--- src/rtl/regfile_pkg.sv ---
// Shared definitions for the register file with integrated scoreboard.
// Holds the default sizing constants, the index of the hard-wired zero
// register and a register address type for the default configuration.
// No ports; imported by regfile_scoreboard and regfile_sb.
package regfile_pkg;

  localparam int DEF_XLEN  = 32;
  localparam int DEF_NREGS = 32;
  localparam int DEF_NREAD = 2;

  // Register 0 is hard-wired to zero and is never tracked as busy.
  localparam int REG_ZERO = 0;

  typedef logic [$clog2(DEF_NREGS)-1:0] regAddr_t;

endpackage

--- src/rtl/regfile_scoreboard.sv ---
// Busy-bit scoreboard for the register file.
// Tracks which registers have an outstanding producer, decides whether a
// claim can be accepted this cycle and keeps a running count of busy
// registers.
// Ports:
//   clk, reset      clock and synchronous active-low reset
//   wrEn_i          writeback valid
//   wrAddr_i        writeback destination (clears its busy bit)
//   claimEn_i       issue stage requests ownership of claimAddr_i
//   claimAddr_i     destination being claimed
//   busy_o          per-register busy vector (bit 0 always 0)
//   claimReady_o    a claim this cycle would be accepted
//   busyCount_o     number of registers currently busy
module regfile_scoreboard
  import regfile_pkg::*;
#(
  parameter int NREGS = DEF_NREGS,
  localparam int AW = $clog2(NREGS)
) (
  input  logic             clk,
  input  logic             reset,
  input  logic             wrEn_i,
  input  logic [AW-1:0]    wrAddr_i,
  input  logic             claimEn_i,
  input  logic [AW-1:0]    claimAddr_i,
  output logic [NREGS-1:0] busy_o,
  output logic             claimReady_o,
  output logic [AW:0]      busyCount_o
);

  logic [NREGS-1:0] busy_q, busy_d;
  logic [NREGS-1:0] clearVec, setVec;
  logic [AW:0]      busyCount_q, busyCount_d;
  logic             wrLive, claimLive, claimReady, wrFreesBusy;

  // Next-state for the busy vector. The write clears first and the claim
  // sets afterwards, so a same-cycle write and claim to one register leaves
  // it busy on behalf of the newer producer. A claim can only be accepted
  // when its bit is currently free or is being freed by this write, so an
  // accepted claim always adds exactly one busy register.
  always_comb begin
    clearVec    = '0;
    setVec      = '0;
    wrLive      = wrEn_i && (wrAddr_i != AW'(REG_ZERO));
    claimReady  = (claimAddr_i == AW'(REG_ZERO)) || !busy_q[claimAddr_i] ||
                  (wrEn_i && (wrAddr_i == claimAddr_i));
    claimLive   = claimEn_i && claimReady && (claimAddr_i != AW'(REG_ZERO));
    wrFreesBusy = wrLive && busy_q[wrAddr_i];
    if (wrLive) begin
      clearVec[wrAddr_i] = 1'b1;
    end
    if (claimLive) begin
      setVec[claimAddr_i] = 1'b1;
    end
    busy_d           = (busy_q & ~clearVec) | setVec;
    busy_d[REG_ZERO] = 1'b0;
    busyCount_d      = busyCount_q + (AW+1)'(claimLive) - (AW+1)'(wrFreesBusy);
  end

  // Scoreboard state; reset overrides any same-cycle write or claim.
  always_ff @(posedge clk) begin
    if (!reset) begin
      busy_q      <= '0;
      busyCount_q <= '0;
    end else begin
      busy_q      <= busy_d;
      busyCount_q <= busyCount_d;
    end
  end

  assign busy_o       = busy_q;
  assign claimReady_o = claimReady;
  assign busyCount_o  = busyCount_q;

endmodule

--- src/rtl/regfile_sb.sv ---
// Parametrised integer register file with built-in scoreboard.
// NREAD combinational read ports, one write port, per-register busy bits
// managed by regfile_scoreboard. Register 0 always reads zero.
// Optional feature: define REGFILE_BYPASS_EN to forward same-cycle write
// data to matching read ports (and report them not busy).
// Ports:
//   clk, reset    clock and synchronous active-low reset
//   rd_addr       packed read addresses, port i at [i*AW +: AW]
//   rd_data       packed read data, port i at [i*XLEN +: XLEN]
//   rd_busy       per-port busy flag of the addressed register
//   wr_en/wr_addr/wr_data   writeback port
//   claim_en/claim_addr     issue-stage destination claim
//   claim_ready   a claim this cycle would be accepted
//   busy_count    number of busy registers
module regfile_sb
  import regfile_pkg::*;
#(
  parameter int XLEN  = DEF_XLEN,
  parameter int NREGS = DEF_NREGS,
  parameter int NREAD = DEF_NREAD,
  localparam int AW = $clog2(NREGS)
) (
  input  logic                  clk,
  input  logic                  reset,
  input  logic [NREAD*AW-1:0]   rd_addr,
  output logic [NREAD*XLEN-1:0] rd_data,
  output logic [NREAD-1:0]      rd_busy,
  input  logic                  wr_en,
  input  logic [AW-1:0]         wr_addr,
  input  logic [XLEN-1:0]       wr_data,
  input  logic                  claim_en,
  input  logic [AW-1:0]         claim_addr,
  output logic                  claim_ready,
  output logic [AW:0]           busy_count
);

  logic [XLEN-1:0]  regArray_q [NREGS];
  logic [NREGS-1:0] busyVec;

  regfile_scoreboard #(
    .NREGS (NREGS)
  ) u_scoreboard (
    .clk          (clk),
    .reset        (reset),
    .wrEn_i       (wr_en),
    .wrAddr_i     (wr_addr),
    .claimEn_i    (claim_en),
    .claimAddr_i  (claim_addr),
    .busy_o       (busyVec),
    .claimReady_o (claim_ready),
    .busyCount_o  (busy_count)
  );

  // Data array. Writes to register 0 are dropped so it stays zero.
  always_ff @(posedge clk) begin
    if (!reset) begin
      for (int r = 0; r < NREGS; r++) begin
        regArray_q[r] <= '0;
      end
    end else if (wr_en && (wr_addr != AW'(REG_ZERO))) begin
      regArray_q[wr_addr] <= wr_data;
    end
  end

  // One read mux per port, optionally overridden by the writeback bypass.
  for (genvar p = 0; p < NREAD; p++) begin : g_read
    logic [AW-1:0]   addr;
    logic [XLEN-1:0] arrayData;
    logic            arrayBusy;

    assign addr      = rd_addr[p*AW +: AW];
    assign arrayData = (addr == AW'(REG_ZERO)) ? '0 : regArray_q[addr];
    assign arrayBusy = busyVec[addr];

`ifdef REGFILE_BYPASS_EN
    logic fwd;
    assign fwd = wr_en && (wr_addr == addr) && (addr != AW'(REG_ZERO));
    assign rd_data[p*XLEN +: XLEN] = fwd ? wr_data : arrayData;
    assign rd_busy[p]              = fwd ? 1'b0 : arrayBusy;
`else
    assign rd_data[p*XLEN +: XLEN] = arrayData;
    assign rd_busy[p]              = arrayBusy;
`endif
  end

endmodule
--- config.mk ---
export PLATFORM = sky130hd
export DESIGN_NAME = regfile_sb
export DESIGN_NICKNAME = d
export VERILOG_FILES = /design/src/rtl/regfile_pkg.sv /design/src/rtl/regfile_scoreboard.sv /design/src/rtl/regfile_sb.sv
export SDC_FILE = /design/constraint.sdc
export NUM_CORES = 2
export LEC_CHECK = 0
export CAP_MARGIN = 15
export CORE_MARGIN = 2
export CORE_UTILIZATION = 58
export DETAILED_ROUTE_END_ITERATION = 6
export PLACE_DENSITY = 0.78
export SLEW_MARGIN = 20
export SYNTH_ARGS = -nofsm -noshare
export SYNTH_HDL_FRONTEND = slang
export SYNTH_SLANG_ARGS = --single-unit
export TNS_END_PERCENT = 50
--- constraint.sdc ---
create_clock -name clk -period 5 [get_ports clk]
set_input_delay 0.75 -clock clk [delete_from_list [all_inputs] [get_ports clk]]
set_output_delay 0.75 -clock clk [all_outputs]
set_load 0.05 [all_outputs]
==> flow_summary.json <==
{
  "rsz0062_at_grt": "no",
  "rows": 114,
  "clkPwrFrac": 0.366,
  "outcome": "finished, final reports clean",
  "ir_drop_v": 0.000290,
  "yosysWarnings": 0,
  "synthFlopType": "edfxtp_1",
  "ys_seq_area_frac": 0.555,
  "pwr-share-seq": 0.482,
  "fillers": 6315,
  "grt_pass1_vias": 37000,
  "tightest_slew_ns": 1.13,
  "intPower_w": 0.0161,
  "hold_violations": 0,
  "grt_pass1_wl_um": 264000,
  "layout_common_cells": "1,024 x edfxtp_1, 994 x and2_1, 668 x mux4_2",
  "grt_usage": 0.378,
  "layout.nets": 3613,
  "synthCells": 3484,
  "worstPathArrival_ns": 4.06,
  "cts_made_buffers": 109,
  "drt_iter0_drc": 6397,
  "final_cells": 4924,
  "postCtsSetupBuffers": 0,
  "ys_ff_latch": 1061,
  "gp_congestion": 0.924,
  "dpl.hpwl_um": 109000,
  "hold_ws_ns": 0.523,
  "synth_edf_count": 1024,
  "crit_fanout": 61,
  "antenna_found_initial": 17,
  "num_vias": 36100,
  "wire_per_inst_um": 37.8,
  "dieArea_um2": 100000,
  "critPathCaptureType": "output pin",
  "path_clk_slew_ns": 0.06,
  "drc": 0,
  "wirelength_um": 186000,
  "placedInstanceArea_um2": 60400,
  "synthArstFlopShare": 0,
  "tritoncts": "done",
  "port_buffers": 128,
  "postRouteAntennaNets": 0,
  "start_util": 0.585,
  "critPathRequiredTime_ns": 4.25,
  "coreArea_um2": 96900,
  "syn_to_final_growth_pct": 12.6,
  "holdBufCountCts": 0,
  "fin_crit_sh": 0.962,
  "io_pins": 129,
  "fin_area_um2": 63800,
  "drv_cap": 0,
  "first_pass_iters": 6,
  "slew_viol_final": 0,
  "comb_power_share": 0.152,
  "p_sw_w": 0.00570,
  "fmax_ghz": 0.208,
  "p_leak_nw": 21.7,
  "dieHeight_um": 317,
  "drive_above_1_share": 0.306,
  "dp.cells": 4715,
  "fin_util": 0.659,
  "cts_root_buf": "clkbuf_16",
  "die-width_um": 317,
  "netlist_area_um2": 56700,
  "fin_skew_ns": 0.0133,
  "clock_path_buffers": 3,
  "clock_latency_ns": 0.69,
  "grt_start_max_net_pins": 94,
  "setup_viol": 0,
  "cts_resized": 0,
  "htreeDepth": 3,
  "gr-total-overflow": 0,
  "startpoint_type": "primary input",
  "hp-class": "register to register",
  "viasPerCell": 7.33,
  "synth_cell_types": 50,
  "setup_tns_ns": 0,
  "finalCriticalPeriod_ns": 4.81,
  "final_common_cell": "edfxtp_1",
  "worst-setup-path-type": "primary input to output pin",
  "cts.sinks": 1061,
  "p_per_area_nw_per_um2": 342,
  "switching_share": 0.261,
  "slew-limit-headroom": 0.245,
  "avgSynthCellArea_um2": 16.3
}
-- cell usage after synthesis, drive strengths merged (7+ instances only) --
library cell / number / area (um^2)
buf: 84 / 413
o21ai: 36 / 180
inv: 49 / 184
nand3b: 8 / 72.6
nand2: 17 / 71.3
clkbuf: 290 / 1090
and2: 994 / 6220
mux4: 670 / 15100
edfxtp: 1024 / 30700
dfxtp: 37 / 741
o22ai: 36 / 231
mux2i: 69 / 691
nand3: 7 / 60.1
nor2: 107 / 402
-- metrics by stage --
stage / worst slack (ns) / total power (W)
floorplan: 0.534 / 0.0128
global placement: 0.273 / 0.0138
detailed placement: 0.263 / 0.0139
CTS: 0.257 / 0.0218
global route: 0.0652 / 0.0223
finish: 0.188 / 0.0218
-- final timing paths --
check	slack, ns	start	end	depth (start not counted)
max	0.19	rd_addr[0]	rd_data[31]	8
min	0.52	u_scoreboard.busy_o[14]	u_scoreboard.busy_o[14]	2
max reg2reg	1.92	u_scoreboard.busy_o[11]	u_scoreboard.busyCount_o[4]	14
min reg2reg	0.52	u_scoreboard.busy_o[14]	u_scoreboard.busy_o[14]	2
-- flip-flops by register name, indices dropped and copies added (netlist names) --
name                      cells
regArray_q                 1024
u_scoreboard.busyCount_o      6
u_scoreboard.busy_o          31
-- cells by family (layout without fill, tap and decap cells) --
logic type | Yosys count | after routing | share of synthesized area
compound gates | 88 | 88 | 0.00986
other cells | 1 | 39 | 0.0000661
simple gates | 1153 | 1153 | 0.123
buf+inv | 423 | 549 | 0.0297
xor+xnor | 10 | 10 | 0.00154
mux | 741 | 741 | 0.279
fa+ha+maj | 7 | 7 | 0.00168
flops | 1061 | 1061 | 0.555
-- cell type report --
type / instances / area (um^2) / share of cell area
diodes: 7 / 17.5 / 0.000274
clock buffers: 139 / 2930 / 0.0460
clock inverters: 63 / 504 / 0.00790
inverters: 49 / 184 / 0.00288
multi-input cells: 2031 / 24200 / 0.380
flip-flops and latches: 1061 / 31500 / 0.493
well taps: 1276 / 1600 / 0.0250
repair buffers: 298 / 2860 / 0.0449
-- critical path: stages --
cell	delay (ns)
buf_8	0.53
buf_12	0.36
buf_4	0.36
mux4_2	0.55
mux4_2	0.48
mux2i_1	0.56
nor2_1	0.10
buf_4	0.22
-- power by group through the flow --
stage / clock network, W / logic [W] / registers [W]
floorplan: 0 / 0.00210 / 0.0107
global placement: 0 / 0.00322 / 0.0106
detailed placement: 0 / 0.00325 / 0.0107
CTS: 0.00798 / 0.00327 / 0.0105
global route: 0.00832 / 0.00340 / 0.0106
finish: 0.00799 / 0.00332 / 0.0105
-- routing by layer --
metal	share of wire	up-vias	global-route usage
met5	0.00046	-	0
met4	0.061	12	0.213
met3	0.15	721	0.124
met2	0.47	3307	0.578
met1	0.32	18400	0.482
li1	-	13600	-
Power figures use the tool's default switching activity.
